--- config.mk ---
export PLATFORM = sky130hd
export DESIGN_NAME = mem_ld_arbiter
export DESIGN_NICKNAME = d
export VERILOG_FILES = /design/src/rtl/mem_ld_arbiter_pkg.sv /design/src/rtl/mem_ld_arbiter_tag_fifo.sv /design/src/rtl/mem_ld_arbiter.sv
export SDC_FILE = /design/constraint.sdc
export NUM_CORES = 1
export LEC_CHECK = 0
export CORE_AREA = 2 2 165 167
export CTS_CLUSTER_SIZE = 10
export DETAILED_ROUTE_END_ITERATION = 12
export DIE_AREA = 0 0 167 169
export PLACE_DENSITY_LB_ADDON = 0.05
export SLEW_MARGIN = 20
export SYNTH_ARGS = -nofsm -noshare
export SYNTH_HDL_FRONTEND = slang
export SYNTH_HIERARCHICAL = 1
export SYNTH_SLANG_ARGS = --single-unit
--- constraint.sdc ---
create_clock -name clk -period 5.7 [get_ports clk]
set_input_delay 0.855 -clock clk [delete_from_list [all_inputs] [get_ports clk]]
set_output_delay 0.855 -clock clk [all_outputs]
set_load 0.02 [all_outputs]
--- src/rtl/mem_ld_arbiter_pkg.sv ---
// Shared types and constants for the load arbiter: tag type, error codes.
package mem_ld_arbiter_pkg;

  localparam int unsigned DEF_NUM_REQ = 4;
  localparam int unsigned DEF_TAG_W   = $clog2(DEF_NUM_REQ);

  // Tag = index of the requester that owns an in-flight load
  typedef logic [DEF_TAG_W-1:0] tag_t;

  localparam logic [15:0] ERR_NONE        = 16'h0000;
  localparam logic [15:0] ERR_DATA_NO_TAG = 16'h0001;
  localparam logic [15:0] ERR_DONE_OVF    = 16'h0002;

endpackage

--- src/rtl/mem_ld_arbiter_tag_fifo.sv ---
// In-order tag FIFO recording which requester owns each outstanding load.
module mem_ld_arbiter_tag_fifo
  import mem_ld_arbiter_pkg::*;
#(
  parameter int unsigned DEPTH = 4,
  parameter int unsigned TAG_W = $bits(tag_t)
) (
  input  logic             clk,
  input  logic             rst_n,
  input  logic             i_push,
  input  logic [TAG_W-1:0] i_push_tag,
  input  logic             i_pop,
  output logic             o_full,
  output logic             o_empty,
  output logic [TAG_W-1:0] o_head
);

  localparam int unsigned PTR_W = $clog2(DEPTH);
  localparam logic [PTR_W:0] CNT_MAX = DEPTH[PTR_W:0];

  logic [TAG_W-1:0] r_mem [DEPTH];
  logic [PTR_W-1:0] r_wptr;
  logic [PTR_W-1:0] r_rptr;
  logic [PTR_W:0]   r_count;
  logic             w_push;
  logic             w_pop;

  assign o_full  = (r_count == CNT_MAX);
  assign o_empty = (r_count == '0);
  assign o_head  = r_mem[r_rptr];
  assign w_push  = i_push && !o_full;
  assign w_pop   = i_pop && !o_empty;

  always_ff @(posedge clk) begin
    if (w_push) r_mem[r_wptr] <= i_push_tag;
  end

  // Power-of-two depth lets pointers wrap naturally
  always_ff @(posedge clk or negedge rst_n) begin
    if (!rst_n) begin
      r_wptr  <= '0;
      r_rptr  <= '0;
      r_count <= '0;
    end else begin
      if (w_push) r_wptr <= r_wptr + 1'b1;
      if (w_pop)  r_rptr <= r_rptr + 1'b1;
      case ({w_push, w_pop})
        2'b10:   r_count <= r_count + 1'b1;
        2'b01:   r_count <= r_count - 1'b1;
        default: r_count <= r_count;
      endcase
    end
  end

endmodule

--- src/rtl/mem_ld_arbiter.sv ---
// Round-robin load arbiter: N requesters share one memory load port, data routed back by tag.
// Optional error reporting compiled in with MEM_LD_ARBITER_ERROR_EN.
module mem_ld_arbiter
  import mem_ld_arbiter_pkg::*;
#(
  parameter int unsigned NUM_REQ         = DEF_NUM_REQ,
  parameter int unsigned ADDR_WIDTH      = 64,
  parameter int unsigned DATA_WIDTH      = 32,
  parameter int unsigned MAX_OUTSTANDING = 4
) (
  input  logic                          clk,
  input  logic                          rst_n,
  input  logic [NUM_REQ-1:0]            req_valid,
  output logic [NUM_REQ-1:0]            req_ready,
  input  logic [NUM_REQ*ADDR_WIDTH-1:0] req_addr,
  output logic                          ldaddr_valid,
  input  logic                          ldaddr_ready,
  output logic [ADDR_WIDTH-1:0]         ldaddr_data,
  input  logic                          lddata_valid,
  output logic                          lddata_ready,
  input  logic [DATA_WIDTH-1:0]         lddata_data,
  input  logic                          lddone_valid,
  output logic                          lddone_ready,
  input  logic                          lddone_data,
  output logic [NUM_REQ-1:0]            resp_valid,
  input  logic [NUM_REQ-1:0]            resp_ready,
  output logic [DATA_WIDTH-1:0]         resp_data,
  output logic                          error_valid,
  output logic [15:0]                   error_code
);

  localparam int unsigned TW = $clog2(NUM_REQ);
  localparam int unsigned CW = $clog2(MAX_OUTSTANDING) + 1;
  localparam logic [TW-1:0] LAST_RST = TW'(NUM_REQ - 1);
  localparam logic [CW-1:0] DONE_MAX = CW'(MAX_OUTSTANDING);

  logic [TW-1:0]         r_last;
  logic                  r_lock;
  logic [TW-1:0]         r_lock_idx;
  logic [CW-1:0]         r_done;
  logic [TW-1:0]         w_rr_idx;
  logic [TW-1:0]         w_cand;
  logic [TW-1:0]         w_grant;
  logic [TW-1:0]         w_head;
  logic                  w_full;
  logic                  w_empty;
  logic                  w_addr_vld;
  logic                  w_push;
  logic                  w_pop;
  logic                  w_done_inc;
  logic                  w_done_dec;
  logic [ADDR_WIDTH-1:0] w_addr [NUM_REQ];

  // Scan downward so the nearest valid requester after r_last wins
  always_comb begin
    w_rr_idx = TW'((int'(r_last) + 1) % NUM_REQ);
    w_cand   = '0;
    for (int k = NUM_REQ; k >= 1; k--) begin
      w_cand = TW'((int'(r_last) + k) % NUM_REQ);
      if (req_valid[w_cand]) w_rr_idx = w_cand;
    end
  end

  assign w_grant    = r_lock ? r_lock_idx : w_rr_idx;
  assign w_addr_vld = req_valid[w_grant] && !w_full;
  assign w_push     = w_addr_vld && ldaddr_ready;
  assign w_pop      = lddata_valid && lddata_ready;

  assign ldaddr_valid = w_addr_vld;
  assign ldaddr_data  = w_addr[w_grant];

  assign lddata_ready = resp_ready[w_head] && !w_empty;
  assign resp_data    = lddata_data;
  assign lddone_ready = 1'b1;

  for (genvar g = 0; g < NUM_REQ; g++) begin : g_req
    assign w_addr[g]     = req_addr[g*ADDR_WIDTH +: ADDR_WIDTH];
    assign req_ready[g]  = (w_grant == TW'(g)) && req_valid[g] && ldaddr_ready && !w_full;
    assign resp_valid[g] = (w_head == TW'(g)) && lddata_valid && !w_empty;
  end

  // Hold the grant across a back-pressured address so the winner cannot change mid-offer
  always_ff @(posedge clk or negedge rst_n) begin
    if (!rst_n) begin
      r_last     <= LAST_RST;
      r_lock     <= 1'b0;
      r_lock_idx <= '0;
    end else begin
      r_lock     <= w_addr_vld && !ldaddr_ready;
      r_lock_idx <= w_grant;
      if (w_push) r_last <= w_grant;
    end
  end

  mem_ld_arbiter_tag_fifo #(
    .DEPTH (MAX_OUTSTANDING),
    .TAG_W (TW)
  ) u_tag_fifo (
    .clk        (clk),
    .rst_n      (rst_n),
    .i_push     (w_push),
    .i_push_tag (w_grant),
    .i_pop      (w_pop),
    .o_full     (w_full),
    .o_empty    (w_empty),
    .o_head     (w_head)
  );

  assign w_done_inc = lddone_valid && (r_done != DONE_MAX);
  assign w_done_dec = w_pop && (r_done != '0);

  always_ff @(posedge clk or negedge rst_n) begin
    if (!rst_n) begin
      r_done <= '0;
    end else begin
      case ({w_done_inc, w_done_dec})
        2'b10:   r_done <= r_done + 1'b1;
        2'b01:   r_done <= r_done - 1'b1;
        default: r_done <= r_done;
      endcase
    end
  end

`ifdef MEM_LD_ARBITER_ERROR_EN
  logic        r_err_vld;
  logic [15:0] r_err_code;
  logic        w_unused;

  // First error is sticky until reset
  always_ff @(posedge clk or negedge rst_n) begin
    if (!rst_n) begin
      r_err_vld  <= 1'b0;
      r_err_code <= ERR_NONE;
    end else if (!r_err_vld) begin
      if (lddata_valid && w_empty) begin
        r_err_vld  <= 1'b1;
        r_err_code <= ERR_DATA_NO_TAG;
      end else if (lddone_valid && (r_done == DONE_MAX)) begin
        r_err_vld  <= 1'b1;
        r_err_code <= ERR_DONE_OVF;
      end
    end
  end

  assign error_valid = r_err_vld;
  assign error_code  = r_err_code;
  assign w_unused    = lddone_data;
`else
  logic w_unused;

  assign error_valid = 1'b0;
  assign error_code  = ERR_NONE;
  assign w_unused    = ^{lddone_data, r_done, ERR_DATA_NO_TAG, ERR_DONE_OVF};
`endif

endmodule
Word level (Yosys, flattened, before mapping):

Memory sizes are Yosys's and may differ from the RTL's.
Cells that the tools add are included.

* equality and inequality tests: 9
* reductions and logical operators: 34
* $add $sub $neg: 8
* magnitude comparators: 7
* bitwise operators: 1
* multiplexer cells: 23

Operators by type and width (number)
* binary-select mux 64 bit (select 2 bit): 1
* two-way mux 64 bit: 2
* logical AND 1 bit: 27
* < comparator 2 x 3 -> 1 bit, second input constant: 6
* binary-select mux 1 bit (select 2 bit): 6
* equality test 2 bit, second input constant: 5
* two-way mux 2 bit: 5
* adder 2 x 1 -> 2 bit, second input constant: 4
* two-way mux 1 bit: 8
* equality test 2 x 1 -> 1 bit, second input constant: 3
* case mux 3 bit (2 select lines): 1
* adder 2 bit, second input constant: 2
* zero test 2 bit: 2
* adder 3 x 1 -> 3 bit, second input constant: 1
* equality test 3 bit, second input constant: 1
* >= comparator 3 bit, second input constant: 1
* zero test 1 bit: 3
* zero test 3 bit: 1
* inverter 2 -> 3 bit: 1
* subtractor 3 x 1 -> 3 bit, second input constant: 1
* nonzero test 2 bit: 1

* bits in writable memories: 8
* bits in registers: 12
* memories: 1
* logic and storage cells: 89
* output and inout bits: 124
* input bits: 302

Memory list
* u_tag_fifo.r_mem: depth 4, bits a word 2, read ports 1, clocked after memory_dff 0, wr ports 1, RTL line mem_ld_arbiter_tag_fifo.sv:21 `logic [TAG_W-1:0] r_mem [DEPTH];`

Logic depth before layout (Yosys ltp):

Gate-level depths: netlist (run 1).

* word-level depth: 15
* mapped depth: 14
* mapped depth without buffers: 13

Cells and area by module:

Netlist (run 1), hierarchy kept.

By module, submodules not included
* mem_ld_arbiter: sequential area each 127.6 um2, times used 1, cells an instance 471, area an instance 2892.8 um2
* mem_ld_arbiter_tag_fifo: sequential area each 415.4 um2, times used 1, cells an instance 47, area an instance 725.7 um2

Least setup slack after synthesis (run 1):

OpenSTA, ideal clock, no wires.

* path type: in2out
* start point: input req_valid[3]
* end point: output ldaddr_data[45]
* data required time: 4.845 ns
* path slack: 2.316 ns
* buffers on the path: 2
* arrival: 2.529 ns
* cell stages on the path: 7
* cell sequence: or4b_1 > o311a_1 > o22ai_4 > buf_4 > buf_2 > a211oi_1 > a31oi_1

* cells in the longest elaborated chain, start to end: 11
* elaborated cells between the ends (all ways): 17
* those cells by class: mux: 16; bitwise: 1

Ends and longest elaborated chain
* from (decl): RTL line mem_ld_arbiter.sv:13 `input logic [NUM_REQ-1:0] req_valid,`
* binary-select mux 1 bit (select 2 bit): RTL line mem_ld_arbiter.sv:60 `if (req_valid[w_cand]) w_rr_idx = w_cand;`
* two-way mux 1 bit (not written as such): RTL line mem_ld_arbiter.sv:60
* two-way mux 2 bit (3 in a row): RTL line mem_ld_arbiter.sv:60
* two-way mux 2 bit (*): RTL line mem_ld_arbiter.sv:60
* two-way mux 2 bit (*): RTL line mem_ld_arbiter.sv:64 `assign w_grant = r_lock ? r_lock_idx : w_rr_idx;`
* inverter 2 -> 3 bit (not written as such) (*): RTL line mem_ld_arbiter.sv:70 `assign ldaddr_data = w_addr[w_grant];`
* binary-select mux 64 bit (select 2 bit) (*): RTL line mem_ld_arbiter.sv:70
* two-way mux 64 bit (not written as such) (*) (2 in a row): RTL line mem_ld_arbiter.sv:70
* to (decl): RTL line mem_ld_arbiter.sv:18 `output logic [ADDR_WIDTH-1:0] ldaddr_data,`

Every way passes the cells marked *; elsewhere a longest branch is shown, timed or not. The select of a mux whose other input is x is not followed.

Worst setup path after layout (run 1):

* start point: input req_valid[0]
* end point: output ldaddr_data[16]

Same word-level chain as after synthesis.

==> results by group, run 1 <==
Detailed routing
  • DR WL/cell: 17.7 um
  • Drt drc: 0
  • Final ANT Viol Nets: 0
  • Via/cell ratio: 4.09
  • First DRT Iteration DRCs: 203
  • Via count: 4656
  • Post-Route WL: 20.1 mm
  • TritonRoute pass-1 iters: 4

Die
  • Initial Util: 13.7%
  • IO Count: 426
  • Die ar.: 28200 um2
  • Die height: 169 um
  • Chip Width: 167 um
  • Rows: 60
  • Core ar.: 26500 um2

Pwr
  • Peak supply drop: 0.322 mV
  • PwrDens: 651 nW/um2
  • P_sw: 2.48 mW
  • Int Pwr: 2.14 mW
  • Static leakage: 2.60 nW
  • Sw frac: 53.7%
  • Reg power frac: 6.3%
  • Combinational power share: 90.6%
  • Clk network pwr share: 3.1%
  • Pwr Total: 4.62 mW

Placed design
  • Placer Congestion: 0.784
  • IO buf count: 341
  • Detailed Place HPWL: 16.5 mm
  • DP Worst Slack: 0.902 ns

Global routing
  • GR Overflow Total: 0
  • Total track usage: 13.1%
  • Vias in the first global route: 4710
  • First-pass GRT wire length: 28.8 mm
  • Pin count of the biggest net entering global routing: 133
  • Initial antenna violation count: 8

Yosys
  • #FFs+latches synth: 20
  • Mapped cell area: 3620 um2
  • Distinct cells, synth: 49
  • Warnings from Yosys: 6
  • Mapped Avg Cell Area: 6.99 um2
  • Register area share after synthesis: 15.0%
  • Mapped Cells: 518

STA
  • RSZ-0062 raised after global routing: false
  • Final period util: 83.4%
  • Max-slew violation count: 0
  • Period minus WS final: 4.75 ns
  • Hold_ws: 0.518 ns
  • Slew headroom: 60.6%
  • Worst Skew: 0.00110 ns
  • Setup TNS Final: 0 ns
  • Final setup vio count: 0
  • Final hold violation count: 0
  • Final worst setup slack: 0.945 ns
  • Fmax: 0.210 GHz
  • Worst-Margin Slew: 0.590 ns

CTS
  • Clk Latency, worst-skew pair: 0.25 ns
  • Clk sink count: 20
  • Longest Clk Path Bufs: 2
  • Clock Pin Slew Worst Setup and Hold Paths: 0.05 ns
  • CTS root buf: clkbuf_16
  • Post-cts repair resize count: 0
  • # hold bufs at CTS: 0
  • H-tree depth: 1
  • Post-CTS setup buffer count: 0
  • Total CTS buffers: 3
  • TritonCTS clock tree: done

Finish
  • Area taken by multi-input logic gates: 2510 um2
  • Nets@finish: 1100
  • Final Util: 26.8%
  • Register area: 543 um2
  • Layout cell share with drive strength beyond 1: 3.41%
  • Layout area overhead: 96.1%
  • Most frequent cells in the layout: clkdlybuf4s50_1, nand2_1, a211oi_1, a31oi_1, and2_1
  • Most common cell after layout, fill and taps aside: clkdlybuf4s50_1
  • Fill cell count: 2895

Setup path
  • Crit path cell chain: clkdlybuf4s50_1 -> nor2b_1 -> a2111oi_2 -> o21ai_4 -> inv_4 -> buf_4 -> a211oi_1 -> a31oi_1 -> clkdlybuf4s50_1
  • CP Launch Type: primary input
  • Data arrival, critical path: 3.90 ns
  • CP Buf/Inv Count: 4
  • Worst setup EP type: primary output
  • Crit Path Category: in2out
  • CP top delay family: buffers and inverters
  • Slowest CP cell: clkdlybuf4s50_1
  • Critical Path Max Stage Delay: 0.67 ns
  • Critical Path RT: 4.85 ns
  • Most used cell, CP: clkdlybuf4s50_1
  • Crit-path max FO: 38
  • R2R Setup Slk: 2.11 ns

Run
  • Max-cap viol count: 0

Status
  • Status: finished clean

Min path
  • Hold/Removal Path Class: reg2reg
==> final timing paths <==
check,from,endpoint,cells after the start
worst min register to register,u_tag_fifo/r_rptr[1],u_tag_fifo/r_rptr[1],1
worst max register to register,r_last[1],u_tag_fifo/r_count[2],14
worst max-delay path,req_valid[0],ldaddr_data[16],9
worst min-delay path,u_tag_fifo/r_rptr[1],u_tag_fifo/r_rptr[1],1
max in group asynchronous,rst_n,r_last[1],1
min in group asynchronous,rst_n,u_tag_fifo/r_count[0],1
==> layout make-up <==
type | count | area share, %
clock buffer | 4 | 1.11
antenna | 5 | 0.176
sequential | 20 | 7.65
inverter | 8 | 0.458
multi-input combinational | 412 | 35.3
timing repair buffer | 347 | 49.3
tap | 341 | 6.01
==> flip-flops by register name, indices dropped and copies added, names as in the netlist <==
register and cells:
u_tag_fifo/r_mem 8, u_tag_fifo/r_rptr 2, u_tag_fifo/r_wptr 2, r_lock 1, r_lock_idx 2, r_last 2, u_tag_fifo/r_count 3
==> power groups by stage <==
stage	sequential, mW	clock (mW)	combinational [mW]
2_1_floorplan	0.266	0	2.50
3_3_place_gp	0.291	0	4.25
3_5_place_dp	0.293	0	4.23
4_1_cts	0.291	0.148	4.27
5_1_grt	0.302	0.153	4.53
6_report	0.290	0.144	4.18
==> stage by stage <==
step	instance area, um2	instances
finish	7100	1137
global route	7090	1135
CTS	7080	1132
detailed placement	7010	1128
global placement	7010	1128
floorplan	3680	534
==> per-layer routing <==
metal  track usage [%]  part of all wire [%]  vias to the layer above
met2              24.2                    52                      182
met5                 0                  0.17                        -
li1                  -                     -                     2314
met1              13.9                    36                     2133
met3              5.59                   9.9                       21
met4              3.00                   1.4                        6
==> cell families (layout without fill, tap and decap cells) <==
logic type	after synthesis	in the layout	synth area share, %
AND/OR/NAND/NOR	230	230	31.2
flip-flops	20	20	15.0
adder cells (fa/ha/maj)	6	6	2.28
buffers and inverters	102	359	17.6
AO/OA/AOI/OAI	142	142	28.3
multiplexers	9	9	3.73
XOR/XNOR	7	7	1.69
other	2	23	0.208
==> cell usage after synthesis (all sizes together) <==
| cell | count | area (um2) |
|---|---|---|
| a211oi | 65 | 488 |
| o221ai | 1 | 8.76 |
| o22ai | 2 | 32.5 |
| a2111oi | 1 | 15.0 |
| xnor2 | 3 | 26.3 |
| edfxtp | 8 | 240 |
| conb | 2 | 7.51 |
| or3b | 1 | 8.76 |
| inv | 8 | 30.0 |
| nand2b | 3 | 18.8 |
| o311a | 1 | 10.0 |
| a32oi | 1 | 8.76 |
| dfstp | 2 | 52.6 |
| nor3 | 2 | 10.0 |
| nor2b | 6 | 45.0 |
| a31oi | 64 | 400 |
| o2111ai | 1 | 8.76 |
| mux2 | 3 | 37.5 |
| fa | 1 | 20.0 |
| dfrtp | 10 | 250 |
| nand2 | 132 | 495 |
| a311o | 1 | 10.0 |
| buf | 77 | 542 |
| and2 | 70 | 440 |
| and3 | 5 | 31.3 |
| mux4 | 3 | 67.6 |
| and3b | 2 | 17.5 |
| or4b | 1 | 10.0 |
| mux2i | 3 | 30.0 |
| ha | 5 | 62.6 |
| clkbuf | 17 | 63.8 |
| o21ai | 2 | 13.8 |
| a21bo | 1 | 10.0 |
| nor2 | 5 | 18.8 |
| o21bai | 1 | 7.51 |
| xor2 | 4 | 35.0 |
| nor3b | 3 | 33.8 |
| o31a | 1 | 10.0 |
Note: power is estimated with default switching activity, not from simulation.
==> run 2, diff against run 1 <==
==> constraint.sdc (replaced) <==
create_clock -name clk -period 4.16 [get_ports clk]
set_input_delay 0.624 -clock clk [delete_from_list [all_inputs] [get_ports clk]]
set_output_delay 0.624 -clock clk [all_outputs]
set_load 0.02 [all_outputs]
==> run 2 against run 1 <==
  * Cell area is 4.8% higher
  * Hold slack worse by 0.0020 ns
  * Cell count rose by 2.1%
  * Wire length increased by 2.5%
  * Clock power increased by 35%
  * Flip-flop and latch count is the same
==> results by group, run 2 (same netlist as run 1, synthesis figures left out) <==
Status
  • Status: finished clean

Setup path
  • Crit path cell chain: clkdlybuf4s50_1 -> nor2b_1 -> a2111oi_4 -> o21ai_4 -> buf_12 -> inv_4 -> buf_12 -> a211oi_1 -> a31oi_1 -> clkdlybuf4s50_1
  • Critical Path Max Stage Delay: 0.72 ns (+0.05 ns)
  • Worst setup EP type: primary output
  • Crit Path Category: in2out
  • Slowest CP cell: clkdlybuf4s50_1
  • CP Launch Type: primary input
  • Worst r2r path cells: 15 (+1)
  • Data arrival, critical path: 3.37 ns (-0.53 ns)
  • Crit-path max FO: 45 (+18%)
  • Critical Path RT: 3.54 ns (-1.31 ns)

Global routing
  • Vias in the first global route: 5050 (+7.2%)
  • First-pass GRT wire length: 29.3 mm (+1.7%)
  • Pin count of the biggest net entering global routing: 56 (-58%)
  • Total track usage: 13.3% (+0.12 points)
  • Initial antenna violation count: 8 (unchanged)
  • GR Overflow Total: 0 (unchanged)

Placed design
  • Post-DP Area: 7280 um2 (+3.9%)
  • Detailed Place HPWL: 17.2 mm (+4.8%)
  • Placer Congestion: 0.798 (+1.8%)
  • IO buf count: 341 (unchanged)

Pwr
  • PwrDens: 928 nW/um2 (+43%)
  • Static leakage: 2.79 nW (+7.2%)
  • Peak supply drop: 0.424 mV (+32%)

STA
  • Worst-Margin Slew: 0.549 ns (-0.0414 ns)
  • Fmax: 0.251 GHz
  • Max-slew violation count: 0 (unchanged)
  • Period minus WS final: 3.99 ns
  • Worst Skew: 0.00207 ns (+0.000966 ns)
  • RSZ-0062 raised after global routing: false
  • Hold_ws: 0.516 ns (-0.00201 ns)
  • Final hold violation count: 0 (unchanged)
  • Final setup vio count: 0 (unchanged)
  • Slew headroom: 63.3% (+2.6 points)
  • Final period util: 96.0%
  • Setup TNS Final: 0 ns (unchanged)

Finish
  • Final Util: 28.1% (+1.3 points)
  • Fin area: 7440 um2 (+4.8%)
  • Layout cell share with drive strength beyond 1: 6.86% (+3.4 points)
  • Largest registers: u_tag_fifo/r_mem (8), u_tag_fifo/r_count (3)
  • Most common cell after layout, fill and taps aside: clkdlybuf4s50_1
  • Fill cell count: 2899 (+0.14%)
  • Most frequent cells in the layout: clkdlybuf4s50_1, nand2_1, a211oi_1, a31oi_1, and2_1
  • Max FFs per register: 8 (unchanged)
  • Layout area overhead: 106%
  • Largest Register: u_tag_fifo/r_mem
  • Nets@finish: 1125 (+2.3%)

Min path
  • WHS Path Cells: 1 (unchanged)
  • Hold/Removal Path Class: reg2reg

CTS
  • Clk sink count: 20 (unchanged)
  • H-tree depth: 1 (unchanged)
  • Clock Pin Slew Worst Setup and Hold Paths: 0.05 ns (about the same)
  • Longest Clk Path Bufs: 2 (unchanged)
  • Clk Latency, worst-skew pair: 0.25 ns (about the same)
  • Total CTS buffers: 3 (unchanged)
  • CTS root buf: clkbuf_16
  • # hold bufs at CTS: 0 (unchanged)
  • TritonCTS clock tree: done

Detailed routing
  • Final ANT Viol Nets: 0 (unchanged)
  • Via count: 4848 (+4.1%)
  • DR WL/cell: 17.7 um (+0.41%)
  • Via/cell ratio: 4.18 (+2.0%)
  • Drt drc: 0 (unchanged)
  • First DRT Iteration DRCs: 126 (-38%)
  • TritonRoute pass-1 iters: 4 (unchanged)
  • Post-Route WL: 20.6 mm (+2.5%)

Die
  • IO Count: 426 (unchanged)
  • Die height: 169 um (unchanged)
  • Initial Util: 13.7% (unchanged)
  • Rows: 60 (unchanged)
  • Chip Width: 167 um (unchanged)
  • Core ar.: 26500 um2 (unchanged)
  • Die ar.: 28200 um2 (unchanged)

Run
  • Max-cap viol count: 0 (unchanged)
==> run 2: cell types whose count changed in the layout (fill, tap and decap cells not counted), sizes merged <==
cell	previous run	this run
diode	5	4
dlymetal6s2s	0	1
buf	6	33
clkdlybuf4s50	341	337
clkinv	0	1
==> run 2: worst paths after layout <==
path	slack [ns]	endpoint	start
worst max register to register	0.79	u_tag_fifo/r_count[2]	r_last[1]
min in group asynchronous	0.73	u_tag_fifo/r_wptr[0]	rst_n
max in group asynchronous	3.06	r_last[1]	rst_n
worst min-delay path	0.52	u_tag_fifo/r_rptr[1]	u_tag_fifo/r_rptr[1]
worst min register to register	0.52	u_tag_fifo/r_rptr[1]	u_tag_fifo/r_rptr[1]
worst max-delay path	0.17	ldaddr_data[63]	req_valid[0]
==> run 2: per-stage QoR <==
stage	setup slack [ns]	total power, mW	std cells
floorplan	1.15	3.79	534
global placement	0.0939	6.70	1150
detailed placement	0.0880	6.69	1150
CTS	0.0653	6.93	1154
global route	0.0203	7.44	1160
finish	0.168	6.90	1161
==> run 2: timing repair <==
action                                  CTS  global route
gates resized for setup                   0             3
setup buffers                             0             2
endpoints found under the setup margin    0            37
==> run 2: area by class of cell <==
class | instances | area [um2] | area share (%)
repair buffers | 372 | 3820 | 51.4
inverters | 8 | 32.5 | 0.437
well taps | 341 | 427 | 5.74
clock inverters | 1 | 3.75 | 0.0505
flip-flops and latches | 20 | 543 | 7.30
clock buffers | 3 | 75.1 | 1.01
diodes | 4 | 10.0 | 0.135
multi-input cells | 412 | 2520 | 34.0
==> run 2: layer usage <==
layer  routed length [um]  global-route usage (%)  up-vias
met5                   34                       0        -
met4                  306                    3.30        6
met3                 1890                    5.35       22
met2                11100                    25.1      196
met1                 7260                    13.5     2260
li1                     -                       -     2364
==> run 2: where the power goes <==
group	leakage (nW)	switching (mW)	internal [mW]
combinational	2.54	3.37	2.93
sequential	0.211	0.0855	0.316
clock	0.0386	0.0663	0.128
==> run 2: worst max-delay path: cells and delay by family <==
kind | cells | cell delay, ns
simple gates | 1 | 0.22
buf+inv | 5 | 1.74
compound gates | 4 | 0.77
